`src/rtl/rstseq_pkg.sv`:
```
// Shared types for the CLKDIV reset/enable sequencer.
// Optional status ports: ZED_RSTSEQ_STATUS_EN.
package rstseq_pkg;

  localparam int CNT_W = 16;

  typedef enum logic [2:0] {
    S_WAIT_LOCK   = 3'd0,
    S_LOCK_STABLE = 3'd1,
    S_DIV_RESET   = 3'd2,
    S_DIV_RUN     = 3'd3,
    S_READY       = 3'd4
  } state_t;

endpackage

```
`src/rtl/clkdiv_rst_seq_sync2.sv`:
```
// Two-flop synchroniser with async active-low clear.
// Used to bring pll_lock into the hclkin domain.
module sync2 (
  input  logic clk,
  input  logic rst_n,
  input  logic d,
  output logic q
);

  logic meta;

  // Double-register the asynchronous input
  always_ff @(posedge clk or negedge rst_n) begin
    if (!rst_n) begin
      meta <= 1'b0;
      q    <= 1'b0;
    end else begin
      meta <= d;
      q    <= meta;
    end
  end

endmodule

```
`src/rtl/clkdiv_rst_seq.sv`:
```
// Reset/enable sequencer upstream of the divide-by-4 CLKDIV.
// Define ZED_RSTSEQ_STATUS_EN for lock_loss_cnt/seq_state.
module clkdiv_rst_seq
  import rstseq_pkg::*;
#(
  parameter int LOCK_CYCLES   = 1024,
  parameter int DIVRST_CYCLES = 16,
  parameter int SETTLE_CYCLES = 64
) (
  input  logic       hclkin,
  input  logic       resetn,
  input  logic       pll_lock,
  output logic       clkdiv_resetn,
  output logic       sys_resetn,
`ifdef ZED_RSTSEQ_STATUS_EN
  output logic [7:0] lock_loss_cnt,
  output logic [2:0] seq_state,
`endif
  output logic       ready
);

  localparam logic [CNT_W-1:0] LOCK_TC =
    CNT_W'(LOCK_CYCLES - 1);
  localparam logic [CNT_W-1:0] DIVRST_TC =
    CNT_W'(DIVRST_CYCLES - 1);
  localparam logic [CNT_W-1:0] SETTLE_TC =
    CNT_W'(SETTLE_CYCLES - 1);

  state_t           state;
  state_t           state_nxt;
  logic [CNT_W-1:0] cnt;
  logic [CNT_W-1:0] cnt_nxt;
  logic             lock_s;
  logic             div_nxt;
  logic             sys_nxt;

  sync2 u_lock_sync (
    .clk   (hclkin),
    .rst_n (resetn),
    .d     (pll_lock),
    .q     (lock_s)
  );

  // Next-state, shared counter and next-output decode
  always_comb begin
    state_nxt = state;
    cnt_nxt   = cnt + 1'b1;
    unique case (state)
      S_WAIT_LOCK: begin
        cnt_nxt = '0;
        if (lock_s) state_nxt = S_LOCK_STABLE;
      end
      S_LOCK_STABLE: begin
        if (!lock_s)            state_nxt = S_WAIT_LOCK;
        else if (cnt == LOCK_TC) state_nxt = S_DIV_RESET;
      end
      S_DIV_RESET: begin
        if (!lock_s)              state_nxt = S_WAIT_LOCK;
        else if (cnt == DIVRST_TC) state_nxt = S_DIV_RUN;
      end
      S_DIV_RUN: begin
        if (!lock_s)              state_nxt = S_WAIT_LOCK;
        else if (cnt == SETTLE_TC) state_nxt = S_READY;
      end
      S_READY: begin
        cnt_nxt = '0;
        if (!lock_s) state_nxt = S_WAIT_LOCK;
      end
      default: begin
        cnt_nxt   = '0;
        state_nxt = S_WAIT_LOCK;
      end
    endcase
    if (state_nxt != state) cnt_nxt = '0;
    div_nxt = (state_nxt == S_DIV_RUN) ||
              (state_nxt == S_READY);
    sys_nxt = (state_nxt == S_READY);
  end

  // State, counter and registered outputs
  always_ff @(posedge hclkin or negedge resetn) begin
    if (!resetn) begin
      state         <= S_WAIT_LOCK;
      cnt           <= '0;
      clkdiv_resetn <= 1'b0;
      sys_resetn    <= 1'b0;
      ready         <= 1'b0;
    end else begin
      state         <= state_nxt;
      cnt           <= cnt_nxt;
      clkdiv_resetn <= div_nxt;
      sys_resetn    <= sys_nxt;
      ready         <= sys_nxt;
    end
  end

`ifdef ZED_RSTSEQ_STATUS_EN
  assign seq_state = state;

  // Saturating count of lock losses seen while ready
  always_ff @(posedge hclkin or negedge resetn) begin
    if (!resetn) begin
      lock_loss_cnt <= 8'd0;
    end else if (state == S_READY && !lock_s &&
                 lock_loss_cnt != 8'hFF) begin
      lock_loss_cnt <= lock_loss_cnt + 8'd1;
    end
  end
`endif

endmodule
```
`config.mk`:
```
export PLATFORM = sky130hd
export DESIGN_NAME = clkdiv_rst_seq
export DESIGN_NICKNAME = d
export VERILOG_FILES = /design/src/rtl/rstseq_pkg.sv /design/src/rtl/clkdiv_rst_seq_sync2.sv /design/src/rtl/clkdiv_rst_seq.sv
export SDC_FILE = /design/constraint.sdc
export NUM_CORES = 1
export LEC_CHECK = 0
export CAP_MARGIN = 20
export CORE_MARGIN = 8
export CORE_UTILIZATION = 45
export DETAILED_ROUTE_END_ITERATION = 8
export DONT_BUFFER_PORTS = 1
export SLEW_MARGIN = 20
export SYNTH_ARGS = -nofsm -noshare
export SYNTH_HDL_FRONTEND = slang
export SYNTH_HIERARCHICAL = 1
export SYNTH_SLANG_ARGS = --single-unit
```
`constraint.sdc`:
```
create_clock -name hclkin -period 2.55 [get_ports hclkin]
set_input_delay 0.3825 -clock hclkin [delete_from_list [all_inputs] [get_ports hclkin]]
set_output_delay 0.3825 -clock hclkin [all_outputs]
set_load 0.01 [all_outputs]
```
# After elaboration in Yosys (flattened, before gate mapping)
# Cells that the tools add are included.
[totals]
reg_bits = 23
input_bits = 3
output_inout_bits = 3
wordCells = 31
[op_classes]
addsub = 1
eq_ne = 10
mux = 11
reduce_logical = 3
[ops]
columns = ["operator", "n"]
rows = [
  ["$mux 16", 2],
  ["$mux 3", 8],
  ["$add 16x1->16 const B", 1],
  ["$eq 16x10->1 const B", 1],
  ["$eq 16x4->1 const B", 1],
  ["$eq 16x6->1 const B", 1],
  ["$pmux 3 s5", 1],
  ["$eq 3x2->1 const B", 3],
  ["$eq 3x3->1 const B", 2],
  ["$eq 3x1->1 const B", 1],
  ["$logic_not 3->1", 1],
  ["$ne 3x3->1", 1],
  ["$reduce_or 3->1", 1],
  ["$logic_or 1x1->1", 1],
]

# Depth between registers and ports, before layout
# Gate-level depths: netlist (run 1).
[depth]
ltp_word = 6
ltp_mapped = 7
ltp_nobuf = 6

# Hierarchy
# The synthesis (run 1) kept the hierarchy.
[by_module_without_submodules]
columns = ["mod", "instances", "cells_each", "area_each_um2", "seq_area_each_um2"]
rows = [
  ["clkdiv_rst_seq", 1, 111, 1147.4, 525.5],
  ["sync2", 1, 2, 50.0, 50.0],
]

# Worst setup path before layout (run 1)
# Ideal clock, no wire load.
[synth_timing]
kind = "register to register"
from = "register cnt[11]"
to = "register cnt[10]"
setup_time_ps = 119
arrival_time_ps = 1745
required_ps = 2431
slack_ps = 686
path_stages_with_launch = 7
path_buffers = 1
synth_period_minus_slack_ps = 1864
cell_sequence = "dfrtp_1 -> or4_4 -> nor4_2 -> a2111oi_2 -> o21ai_4 -> buf_6 -> nor2_2"
[synth_via]
elab_chain_cells = 6
word_cells_on_any_way = 12
classes_between = "4 x eq/ne; 8 x mux"
[synth_rtl]
columns = ["element", "line", "source"]
rows = [
  ["from (decl)", "clkdiv_rst_seq.sv:31", "logic [CNT_W-1:0] cnt;"],
  ["from (signal assigned)", "clkdiv_rst_seq.sv:90", "cnt <= cnt_nxt;"],
  ["$eq 16x6->1, or another cell as far along", "clkdiv_rst_seq.sv:63", "else if (cnt == SETTLE_TC) state_nxt = S_READY;"],
  ["$mux 3, on equally long branches", "clkdiv_rst_seq.sv:63, clkdiv_rst_seq.sv:55, clkdiv_rst_seq.sv:59", ""],
  ["$mux 3, on equally long branches", "clkdiv_rst_seq.sv:62, clkdiv_rst_seq.sv:54, clkdiv_rst_seq.sv:58", ""],
  ["$pmux 3 s5 *", "clkdiv_rst_seq.sv:48", "unique case (state)"],
  ["$ne 3x3->1 *", "clkdiv_rst_seq.sv:74", "if (state_nxt != state) cnt_nxt = '0;"],
  ["$mux 16 *", "clkdiv_rst_seq.sv:74", ""],
  ["net cnt_nxt[10]", "clkdiv_rst_seq.sv:32", "logic [CNT_W-1:0] cnt_nxt;"],
]
# The timed path passes the listed nets; every way through them passes the cells marked *.

# Worst setup path after layout (run 1)
[layout_timing]
from = "register cnt[0]"
to = "register cnt[15]"
[layout_via]
elab_chain_cells = 6
word_cells_on_any_way = 14
classes_between = "1 x add/sub; 4 x eq/ne; 9 x mux"
[layout_rtl]
columns = ["element", "line"]
rows = [
  ["$eq 16x6->1, or another cell as far along", "clkdiv_rst_seq.sv:63"],
  ["$mux 3, on equally long branches", "clkdiv_rst_seq.sv:63, clkdiv_rst_seq.sv:55, clkdiv_rst_seq.sv:59"],
  ["$mux 3, on equally long branches", "clkdiv_rst_seq.sv:62, clkdiv_rst_seq.sv:54, clkdiv_rst_seq.sv:58"],
  ["$pmux 3 s5", "clkdiv_rst_seq.sv:48"],
  ["$ne 3x3->1", "clkdiv_rst_seq.sv:74"],
  ["$mux 16 *", "clkdiv_rst_seq.sv:74"],
  ["net cnt_nxt[15]", "clkdiv_rst_seq.sv:32"],
]
# Marked as above.

==> results of run 1 <==
==> area by class of cell <==
class / instances / area (um2)
Timing Repair Buffer: 1 / 5.00
Multi-Input combinational cell: 83 / 577
Tap cell: 30 / 37.5
Fill cell: 238 / 1260
Inverter: 4 / 15.0
Sequential cell: 23 / 576
Clock inverter: 1 / 5.00
Clock buffer: 3 / 22.5
==> metal layers <==
metal	wire length [um]	vias up
met2	913	6
met1	992	376
met3	65	2
met5	0	-
li1	-	394
met4	18	0
==> per-stage QoR <==
step	cell area [um2]	power [mW]	hold slack, ns	instances	setup WS [ns]
finish	1240	0.563	0.0205	145	0.369
global route	1240	0.588	0.0502	145	0.211
CTS	1240	0.569	0.0754	145	0.338
detailed placement	1200	0.395	0.0876	140	0.359
global placement	1200	0.394	0.0875	140	0.457
floorplan	1200	0.393	0.0869	113	0.686
==> cells in the final DEF, fill, tap and decap left out, drive strengths merged, types with 2 or more instances in the layout <==
cell type   n
nor4        6
xor2        6
nand3       6
nor2       22
nor3        3
inv         3
clkbuf      3
and4        3
dfrtp      23
or4         2
nor2b       2
xnor2       8
a21oi       3
or2         2
nand2       6
or2b        2
clkinv      2
nand4       2
==> worst register-to-register path, cell delays in order, from the launching register on <==
cell,delay (ns)
sky130_fd_sc_hd__dfrtp_1,0.44
sky130_fd_sc_hd__ha_1,0.21
sky130_fd_sc_hd__nand3_1,0.27
sky130_fd_sc_hd__nor4_2,0.39
sky130_fd_sc_hd__a2111oi_2,0.14
sky130_fd_sc_hd__o21ai_4,0.48
sky130_fd_sc_hd__nor2_1,0.13
==> flip-flops by register name, indices dropped and copies added, names as in the netlist <==
register / cells
clkdiv_resetn: 1
cnt: 16
ready: 1
state: 3
u_lock_sync/meta: 1
u_lock_sync/q: 1
==> how the worst min path moves through the flow <==
| stage | cells past startpoint | slack, ns | start | endpoint |
|---|---|---|---|---|
| 3_5_place_dp | 0 | 0.09 | resetn | ready |
| 6_report | 1 | 0.02 | resetn | ready |
| 2_1_floorplan | 0 | 0.09 | resetn | clkdiv_resetn |
| 3_3_place_gp | 0 | 0.09 | resetn | ready |
| 4_1_cts | 0 | 0.08 | pll_lock | u_lock_sync/meta |
| 5_1_grt | 1 | 0.05 | resetn | clkdiv_resetn |
==> power breakdown <==
part           internal, mW  switching, mW  total (mW)  leakage, nW
Clock                0.0585          0.109       0.168       0.0177
Combinational       0.00582         0.0169      0.0228        0.166
Sequential            0.369        0.00358       0.372        0.313
==> kinds of logic (layout without fill, tap and decap cells) <==
logic type	Yosys count	count (layout)
buf+inv	7	9
fa+ha+maj	1	1
mux	1	1
xor+xnor	14	14
simple gates	58	58
flops	23	23
compound gates	9	9
==> timing repair <==
action / 4_1_cts / 5_1_grt
hold buffers: 1 / 0
endpoints found under the hold margin: 23 / 0
gates resized for setup: 0 / 0
==> run summary, run 1 <==
The run finished with clean final reports. In the post-synthesis netlist, the biggest area contributors are sky130_fd_sc_hd__dfrtp_1 48%, sky130_fd_sc_hd__xnor2_1 5.9%, sky130_fd_sc_hd__nor2_2 5.2%. The run gives 0.31 ns as the latest clock arrival within the worst-skew pair. The critical setup path kind was reg2reg. The tools report the post-synthesis instance total as 113. The worst setup path is captured at a flop. The most common flop cell mapped by yosys is sky130_fd_sc_hd__dfrtp_1.

Power spread over the standard cell area amounts to 455 nW/um2. TritonCTS built the clock tree. For this design the static power due to leakage is 0.497 nW. The H-tree depth reported by CTS is 1, and the stage delay of the slowest cell on the critical path is 0.48 ns. The register bit total from synthesis was 23. The tools report the last element of the critical path as cnt[15]. The proportion of synthesized chip area in sequential cells was 48.1%. Setup violations remaining at the end of the flow were counted as 0. In the global route stage, met3 resource usage came out at 2.81%.

The most critical setup path has its startpoint at cnt[0]. The number of buffers and inverters on the critical path is 0. Counting flops with a built-in enable in the synthesized netlist gives 0.

The mean cell area of the mapped netlist works out to 10.6 um2. The most frequently used cell type in the post-synthesis netlist was sky130_fd_sc_hd__dfrtp_1. STA puts the critical path data required time at 2.73 ns. The die is 67.6 um wide. Counting every sink on the clock net gives 23. In this run the deepest clock path goes through 2 buffers. The worst register-to-register path begins at cnt[0]. The count of nets left with antenna violations once routing finished came out at 0. The routed via count divided by cell count works out to 5.37. The count of max-cap constraint violations was 0. In this run the tool buffered the top-level ports with 0 buffer cells. For the worst vdd rail ir drop, the log shows 0.262 mV. Full die area: 4570 um2. In this run, CTS created clock tree buffers numbering 3. The worst endpoint data arrival time was 2.36 ns; the placeable core region was 2500 um2. The floorplan has 18 rows. For this configuration, the core starts out at a cell density of 47.9%.

The tools report the critical register-to-register path endpoint as cnt[15]. Global routing used 17.3% of the available met2 tracks. In the final layout, the share of cells above drive strength 1 is 21.7%.

The clock arrives with 0.00636 ns of skew. The tightest min-delay check is of the in2async type. The largest area contributor in the synthesized netlist is sky130_fd_sc_hd__dfrtp_1. The number of hold violations in the final report was 0; the largest net degree at the start of global routing was 24. The logs give 117 for the net count after synthesis and 0 for the max-slew violation total from the final report. The number of global-route vias before repair came out at 829. The kind of cell adding the most delay to the critical path is simple AND/OR/NAND/NOR gates. Post-CTS repair timing setup buffer count: 0. For this run, the share of the core covered by cells in the final layout is 49.5%. In this run the register-to-register setup slack is 0.37 ns. The tools report the iteration count of the initial detailed-routing pass as 4.

met2 is the most crowded layer. Setup repair after global routing left no endpoint under its margin. After clock tree synthesis, the clock-pin slew on the worst setup and hold paths is 0.13 ns. Summed over its instances, the top area cell type makes up 48.1% of the synthesized netlist area. In this run the vertical extent of the chip is 67.6 um. The congestion estimate from routability-driven global placement came to 0.763. The largest family of logic cells by synthesized area was simple AND/OR/NAND/NOR gates. The all-layer global routing usage came out at 10.5%. The critical-path cell with the highest stage delay was sky130_fd_sc_hd__o21ai_4. Measured against its own limit, the worst slew margin works out to 62.1%. The tools report the total via count in the routed design as 778. Adding up every negative setup slack in the final design gives 0 ns. The area growth from synthesis to layout is 3.34%. The sum of overflow across all layers after global routing came out at 0. STA classifies the critical path startpoint as a flop. The logic depth of the worst path, buffers included works out to 6.

Summing the areas of all fa, ha and maj instances in the mapped netlist gives 1.04% of the synthesized area. The logs give 6 for the I/O pin count and 0 for the number of antenna violations at the first check in global routing. The worst register-to-register path has a depth of 6.

The DRC violation total after the first TritonRoute iteration was 47. Cell at the root of the clock tree: sky130_fd_sc_hd__clkbuf_4. At the pin with the least slew margin, the transition time is 0.567 ns. The final critical-path share of the clock period is 85.5%, and the share of the synthesized netlist area taken by xor and xnor gates is 10.2%. In the routed design, unresolved DRC markers number 0.

Counting flops with an async set or reset pin after synthesis yields a share of 100%. The first global-routing pass estimated 3.73 mm of wire. Multiplexer cells account for 0.836% of the synthesized area. The signal on the critical path passes through ha_1 -> nand3_1 -> nor4_2 -> a2111oi_2 -> o21ai_4 -> nor2_1.

The cell area after technology mapping was 1200 um2; the largest fanout of any net on the critical path was 16. During synthesis, Yosys emitted a total of 6 warnings. The highest clock rate is 0.458 GHz, and the simple-gate area share of the yosys netlist is 29.6%. The global routing met1 resource utilization is 12.5%. Summing the areas of all compound-gate instances in the mapped netlist gives 6.48% of the synthesized area. The final critical path time including I/O delays and setup came out at 2.18 ns. The number of different library cells used by synthesis comes to 33. The run gives 120 as the final net count. Summed over all layers, the routed wires come to 1.99 mm.

The commonest cells after synthesis are 23 x sky130_fd_sc_hd__dfrtp_1, 12 x sky130_fd_sc_hd__nor2_1, 10 x sky130_fd_sc_hd__nor2_2. The average detailed-routed wire length per instance came out at 13.7 um. The HPWL after detailed placement is 1.45 mm. 0 antenna diodes ended up in the layout.
No activity file was read; power rests on OpenSTA's default activity.
==> inputs of run 2 (changes only) <==
Settings changed: HOLD_SLACK_MARGIN from default to 0.08.
==> run 2 against run 1 <==
Net effect: clock skew increased by 0.00059 ns; combinational power is 9.6% higher; critical path type unchanged; clock power barely moved; worst setup slack is essentially flat; largest power group unchanged; flip-flop and latch count unchanged; global-route usage unchanged; sequential power hardly changed; worst hold slack improved by 0.35 ns.
==> run summary, run 2 (synthesis gave the netlist of run 1 again) <==
The width of the die came out at 67.6 um (unchanged). Largest registers: cnt: 16 flops, state: 3 flops (unchanged). The worst vdd rail ir drop is 0.264 mV (was 0.262 mV), and the post-route setup TNS is 0 ns (unchanged).

TritonCTS built the clock tree. The logs give 2.73 ns (about the same) for the data required time of the critical path and 3.73 mm (unchanged) for the global-route wire length before repair. Kind of cell adding the most delay to the critical path: simple AND/OR/NAND/NOR gates (unchanged). The slew of the pin with the lowest slew margin was 0.566 ns (was 0.567 ns); the final critical path time including I/O delays and setup was 2.18 ns (about the same). The tools report the number of antenna violations at the first check in global routing as 0 (unchanged). The number of sinks handled by clock tree synthesis was 23 (unchanged); the standard cell area after detailed placement was 1200 um2 (unchanged). Tightest slew margin relative to the limit: 62.2% (was 62.1%). The number of hold violations in the final report was 0 (unchanged). The largest fanout of any net on the critical path was 16 (unchanged). For the finished layout cell area, the log shows 1260 um2 (was 1240 um2).

Most frequent standard cell in the layout excluding fill and tap cells: sky130_fd_sc_hd__dfrtp_1 (unchanged). The stage delay of the slowest cell on the critical path came out at 0.48 ns (about the same). The register with the most flip-flops was cnt (unchanged). The tools report the number of nets with antenna violations after routing as 0 (unchanged). The capturing element type of the critical path was a flop (unchanged). The run gives 24 (unchanged) as the largest net degree at the start of global routing. The post-detailed-routing wire length was 2.01 mm (was 1.99 mm). The total via count in the routed design is 780 (was 778).

The layout cell share with drive strength beyond 1 came out at 21.4% (was 21.7%). Maximum root-to-sink buffer count: 2 (unchanged). The number of port buffers works out to 0 (unchanged). Floorplan row count: 18 (unchanged). The all-layer global routing usage is 10.5% (unchanged).

For the placer congestion estimate, the log shows 0.763 (unchanged). The DRC violation total after the first TritonRoute iteration was 55 (was 47); the final critical-path share of the clock period was 85.5% (about the same). The run finished with clean final reports.

The count of max-cap constraint violations was 0 (unchanged); the I/O pin count was 6 (unchanged). The critical-path cell with the highest stage delay was sky130_fd_sc_hd__o21ai_4 (unchanged). The routed via count divided by cell count was 5.31 (was 5.37); the setup slack of the most critical reg-to-reg path was 0.37 ns (about the same). The final net count is 122 (was 120), and the number of buffers and inverters on the critical path is 0 (unchanged). Setup repair after global routing left no endpoint under its margin.

For the clock tree skew after final layout, the log shows 0.00694 ns (was 0.00636 ns). The class of the most critical hold timing path was reg2reg (was in2async). The number of flip-flops in the largest register is 16 (unchanged), and the number of antenna diodes is 0 (unchanged).

The iteration count of the initial detailed-routing pass was 4 (unchanged); the total of endpoints with negative setup slack in the final report was 0 (unchanged). The max-slew violation total from the final report is 0 (unchanged). Highest-count cells in the layout ignoring fill and taps: 23 x sky130_fd_sc_hd__dfrtp_1, 12 x sky130_fd_sc_hd__nor2_1, 10 x sky130_fd_sc_hd__nor2_2 (unchanged). Power density over cell area: 449 nW/um2 (was 455 nW/um2). The post-CTS repair timing setup buffer count was 0 (unchanged). H-tree depth reported by CTS: 1 (unchanged). Average detailed-routed wire length per instance: 13.7 um (about the same). The run gives 0.459 GHz (was 0.458 GHz) as the highest clock rate.

The y dimension of the die works out to 67.6 um (unchanged). Critical setup path kind: reg2reg (unchanged). The cell at the root of the clock tree is sky130_fd_sc_hd__clkbuf_4 (unchanged). The run gives 0.505 nW (was 0.497 nW) as the static leakage. The total DRC errors in the routed layout is 0 (unchanged).

The tools report the kind of start point of the critical path as a flop (unchanged). The signed area change from the synthesized netlist to the final layout is 5.02% (was 3.34%), and the latest clock arrival within the worst-skew pair is 0.31 ns (about the same). The final HPWL from detailed placement is 1.45 mm (unchanged), and the clock edge transition at the registers on the reported setup and hold paths is 0.13 ns (about the same).

Worst endpoint data arrival time: 2.36 ns (about the same). The number of clock buffers inserted by TritonCTS is 3 (unchanged), and the full die area is 4570 um2 (unchanged). The number of global-route vias before repair was 829 (unchanged). For the placeable core region, the log shows 2500 um2 (unchanged). The logs give 0 (unchanged) for the sum of overflow across all layers after global routing and 0 (unchanged) for the number of gates resized after CTS. Initial core utilization: 47.9% (unchanged).

Cells along the critical path: ha_1 -> nand3_1 -> nor4_2 -> a2111oi_2 -> o21ai_4 -> nor2_1 (unchanged).
run 2: timing repair:
action,CTS,global route
setup endpoints to repair,0,0
hold buffers,2,1
endpoints found under the hold margin,24,23
run 2: cell type report:
type                            count  area, um2
Tap cell                           30       37.5
Inverter                            4       15.0
Timing Repair Buffer                3       25.0
Fill cell                         236       1240
Clock buffer                        3       22.5
Multi-Input combinational cell     83        577
Clock inverter                      1       5.00
Sequential cell                    23        576
run 2: per-stage QoR:
stage	utilization [%]	cells	hold slack [ns]	setup WS, ns	total power, mW
floorplan	-	113	0.0869	0.686	0.393
global placement	48.2	140	0.0875	0.457	0.394
detailed placement	48.2	140	0.0876	0.359	0.395
CTS	50.1	146	0.374	0.338	0.570
global route	50.3	147	0.378	0.211	0.591
finish	50.3	147	0.370	0.369	0.565
run 2: path summary, 6_finish.rpt:
kind	from	end	depth (start not counted)
max reg2reg	cnt[0]	cnt[15]	6
min in group asynchronous	resetn	clkdiv_resetn	2
min	u_lock_sync/meta	u_lock_sync/q	0
max in group asynchronous	resetn	cnt[15]	2
max	cnt[0]	cnt[15]	6
min reg2reg	u_lock_sync/meta	u_lock_sync/q	0
run 2: power by group:
part           switching, mW  leakage, nW  total (mW)  internal, mW
Clock                  0.109       0.0177       0.167        0.0585
Combinational         0.0172        0.174      0.0250       0.00781
Sequential           0.00359        0.313       0.372         0.369
Total                  0.130        0.505       0.565         0.435
run 2: routing by layer:
| metal | up-vias | track usage, % | wire [um] | part of all wire (%) |
|---|---|---|---|---|
| li1 | 398 | - | - | - |
| met1 | 374 | 12.5 | 994 | 50 |
| met2 | 6 | 17.3 | 930 | 46 |
| met3 | 2 | 2.81 | 64 | 3.2 |
| met4 | 0 | 4.44 | 18 | 0.90 |
| met5 | - | 0 | 0 | 0 |
==> inputs of run 3 (changes only) <==
Settings changed: SYNTH_HIERARCHICAL 1 to default.
==> run 3 against run 2 <==
Net effect: clock power about the same; sequential share of layout area increased by 1.8 points; non-clock buffer count increased by 1; area after synthesis decreased by 4.6%; die area decreased by 3.5%; clock skew decreased by 0.0045 ns; first-iteration DRC count decreased by 45%; total power increased by 1.1%; largest cell class is now flip-flops and latches.
==> run summary, run 3 <==
The worst vdd rail ir drop was 0.371 mV (was 0.264 mV); the global routing met1 resource utilization was 13.8% (was 12.5%). The kind of start point of the critical path was a flop (unchanged). The initial core utilization came out at 47.0% (was 47.9%). The async set-reset flop share out of synthesis is 100% (unchanged).

The class of the most critical hold timing path was reg2reg (unchanged). The static leakage was 0.482 nW (was 0.505 nW). For the number of nets with antenna violations after routing, the log shows 0 (unchanged). The final critical path time including I/O delays and setup works out to 1.98 ns (was 2.18 ns). The y dimension of the die came out at 66.4 um (was 67.6 um).

The layout cell share with drive strength beyond 1 is 9.48% (was 21.4%). The logs give 0 (unchanged) for the count of max-cap constraint violations and 0.846 (was 0.763) for the placer congestion estimate. The most common flop cell mapped by yosys is sky130_fd_sc_hd__dfrtp_1 (unchanged). The critical-path cell with the highest stage delay was sky130_fd_sc_hd__or4_4 (was sky130_fd_sc_hd__o21ai_4). The clock tree skew after final layout is 0.00243 ns (was 0.00694 ns). Post-CTS repair timing setup buffer count: 0 (unchanged).

The tools report the placeable core region as 2430 um2 (was 2500 um2). The number of warnings issued by yosys was 0 (was 6). The cell at the root of the clock tree was sky130_fd_sc_hd__clkbuf_4 (unchanged). The logs give 50.4% (was 48.1%) for the proportion of synthesized chip area in sequential cells and 2.18 ns (was 2.36 ns) for the worst endpoint data arrival time. The run gives 121 (was 122) as the final net count.

The routed via count divided by cell count was 5.55 (was 5.31); the routing usage on met2 was 16.9% (was 17.3%). The post-detailed-routing wire length was 2.07 mm (was 2.01 mm); the sum of overflow across all layers after global routing was 0 (unchanged). Cells along the critical path: or4_4 -> nor3_4 -> nand4_2 -> o2111ai_4 -> nor2_1 (was ha_1 -> nand3_1 -> nor4_2 -> a2111oi_2 -> o21ai_4 -> nor2_1). The global-route wire length before repair is 3.72 mm (was 3.73 mm), and the width of the die is 66.4 um (was 67.6 um). The average detailed-routed wire length per instance is 14.2 um (was 13.7 um), and the net count after synthesis is 118 (was 117).

The total DRC errors in the routed layout is 0 (unchanged). The tools report the post-route setup TNS as 0 ns (unchanged). Highest-count cells in the layout ignoring fill and taps: 23 x sky130_fd_sc_hd__nor2_1, 23 x sky130_fd_sc_hd__dfrtp_1, 9 x sky130_fd_sc_hd__xor2_1 (was 23 x sky130_fd_sc_hd__dfrtp_1, 12 x sky130_fd_sc_hd__nor2_1, 10 x sky130_fd_sc_hd__nor2_2). The most congested layer reported by global routing was met2 (unchanged). The run gives 0.556 ns (was 0.359 ns) as the worst slack at placement.

Top-area cell type share of the netlist area: 50.4% (was 48.1%). Largest area contributor in the synthesized netlist: sky130_fd_sc_hd__dfrtp_1 (unchanged). The run gives 0.31 ns (about the same) as the latest clock arrival within the worst-skew pair. The cell area after technology mapping was 1140 um2 (was 1200 um2); the floorplan row count was 18 (unchanged). Top area cells in the synthesized netlist: sky130_fd_sc_hd__dfrtp_1 50%, sky130_fd_sc_hd__nor2_1 7.6%, sky130_fd_sc_hd__xor2_1 6.9% (was sky130_fd_sc_hd__dfrtp_1 48%, sky130_fd_sc_hd__xnor2_1 5.9%, sky130_fd_sc_hd__nor2_2 5.2%). The number of clock buffers inserted by TritonCTS is 3 (unchanged).

TritonCTS built the clock tree. Count of flip-flops with a built-in enable after synthesis: 0 (unchanged). For the number of hold violations in the final report, the log shows 0 (unchanged).

The run gives 114 (was 113) as the post-synthesis instance total. Slew of the pin with the lowest slew margin: 0.508 ns (was 0.566 ns). Largest registers: cnt: 16 flops, state: 3 flops (unchanged). The maximum root-to-sink buffer count was 2 (unchanged). The signed area change from the synthesized netlist to the final layout was 5.91% (was 5.02%).

The number of sinks handled by clock tree synthesis came out at 23 (unchanged). The worst hold margin came out at 0.365 ns (was 0.370 ns). For the number of global-route vias before repair, the log shows 790 (was 829). The largest fanout of any net on the critical path was 10 (was 16). The iteration count of the initial detailed-routing pass was 4 (unchanged). The critical setup path kind was reg2reg (unchanged). The tightest slew margin relative to the limit was 66.1% (was 62.2%). The register with the most flip-flops was cnt (unchanged).

The clock edge transition at the registers on the reported setup and hold paths was 0.13 ns (about the same). The flow ran to the end, and the final reports show no timing, DRC or antenna violations. The final critical-path share of the clock period is 77.8% (was 85.5%), and the full die area is 4410 um2 (was 4570 um2).

Commonest cells in the synthesized netlist: 23 x sky130_fd_sc_hd__dfrtp_1, 23 x sky130_fd_sc_hd__nor2_1, 9 x sky130_fd_sc_hd__xor2_1 (was 23 x sky130_fd_sc_hd__dfrtp_1, 12 x sky130_fd_sc_hd__nor2_1, 10 x sky130_fd_sc_hd__nor2_2). The run gives 1.47 mm (was 1.45 mm) as the final HPWL from detailed placement. The number of different library cells in the post-synthesis netlist came out at 31 (was 33). The DRC violation total after the first TritonRoute iteration is 30 (was 55). The power density over cell area was 472 nW/um2 (was 449 nW/um2). The tools report the H-tree depth reported by CTS as 1 (unchanged). The all-layer global routing usage is 10.7% (was 10.5%).

Number of flip-flops in the largest register: 16 (unchanged). Max-slew violation total from the final report: 0 (unchanged). For the highest clock rate, the log shows 0.504 GHz (was 0.459 GHz).

Number of port buffers: 0 (unchanged). The stage delay of the slowest cell on the critical path was 0.54 ns (was 0.48 ns); the number of antenna violations at the first check in global routing was 0 (unchanged). Setup repair after global routing left no endpoint under its margin. The total of endpoints with negative setup slack in the final report came out at 0 (unchanged).

I/O pin count: 6 (unchanged). For the total via count in the routed design, the log shows 810 (was 780). Met3 global-route usage: 3.73% (was 2.81%). The capturing element type of the critical path is a flop (unchanged).

The largest net degree at the start of global routing came out at 24 (unchanged). The tools report the data required time of the critical path as 2.75 ns (was 2.73 ns). Mean cell area of the mapped netlist: 10.0 um2 (was 10.6 um2). Register bit total from synthesis: 23 (unchanged).

The number of antenna diodes was 0 (unchanged). Worst setup margin: 0.565 ns (was 0.369 ns).
-- run 3: cell types whose count changed after synthesis, sizes merged, moves of 3 or more --
cell | before | now
xnor2 | 8 | 5
xor2 | 6 | 9
nor4 | 6 | 2
nand4 | 2 | 7
clkbuf | 0 | 3
-- run 3: logic make-up (layout without fill, tap and decap cells) --
kind of cell               Yosys count  in the layout  synth area share [%]
AOI/OAI and AO/OA                   10             10                  8.11
and+or+nand+nor                     57             57                  26.1
buffers and inverters                9             11                  3.61
DFF                                 23             23                  50.4
adders and majority gates            1              1                  1.10
xor gates and xnor gates            14             14                  10.7
-- run 3: where the power goes --
part	leakage [nW]	total [mW]	internal (mW)	switching (mW)
Combinational	0.150	0.0276	0.00955	0.0180
Clock	0.0177	0.169	0.0586	0.110
Sequential	0.314	0.374	0.369	0.00510
-- run 3: final timing paths --
| path | start | endpoint | slack (ns) | cells after the start |
|---|---|---|---|---|
| max | cnt[10] | cnt[10] | 0.57 | 5 |
| min | u_lock_sync.meta | u_lock_sync.q | 0.36 | 0 |
| max reg2reg | cnt[10] | cnt[10] | 0.57 | 5 |
| min reg2reg | u_lock_sync.meta | u_lock_sync.q | 0.36 | 0 |
| max in group asynchronous | resetn | state[0] | 1.64 | 2 |
| min in group asynchronous | resetn | cnt[13] | 0.57 | 2 |
-- run 3: critical path, delay by kind of cell (launching register included) --
kind	cells	cell delay (ns)
compound gates	1	0.36
flops	1	0.45
simple gates	4	1.05
-- run 3: metal layers --
layer | wire [um] | vias up
met4 | 10 | 0
met2 | 980 | 7
met5 | 0 | -
met1 | 1030 | 402
li1 | - | 399
met3 | 56 | 2
-- run 3: stage by stage --
step	cells	total power [mW]	area (um2)	util [%]
finish	146	0.571	1210	49.7
global route	146	0.600	1210	49.7
CTS	145	0.577	1200	49.5
detailed placement	139	0.399	1160	47.6
global placement	139	0.399	1160	47.6
floorplan	114	0.395	1140	-
-- run 3: timing repair --
action                                 CTS  global route
hold buffers                             2             1
gates resized for setup                  0             0
endpoints found under the hold margin   24            23
-- run 3: final cells by class --
cell class              instances  area [um2]
fillers                       223        1220
flip-flops and latches         23         576
multi-input cells              82         526
well taps                      30        37.5
repair buffers                  4        32.5
clock buffers                   3        22.5
inverters                       3        11.3
clock inverters                 1        5.00
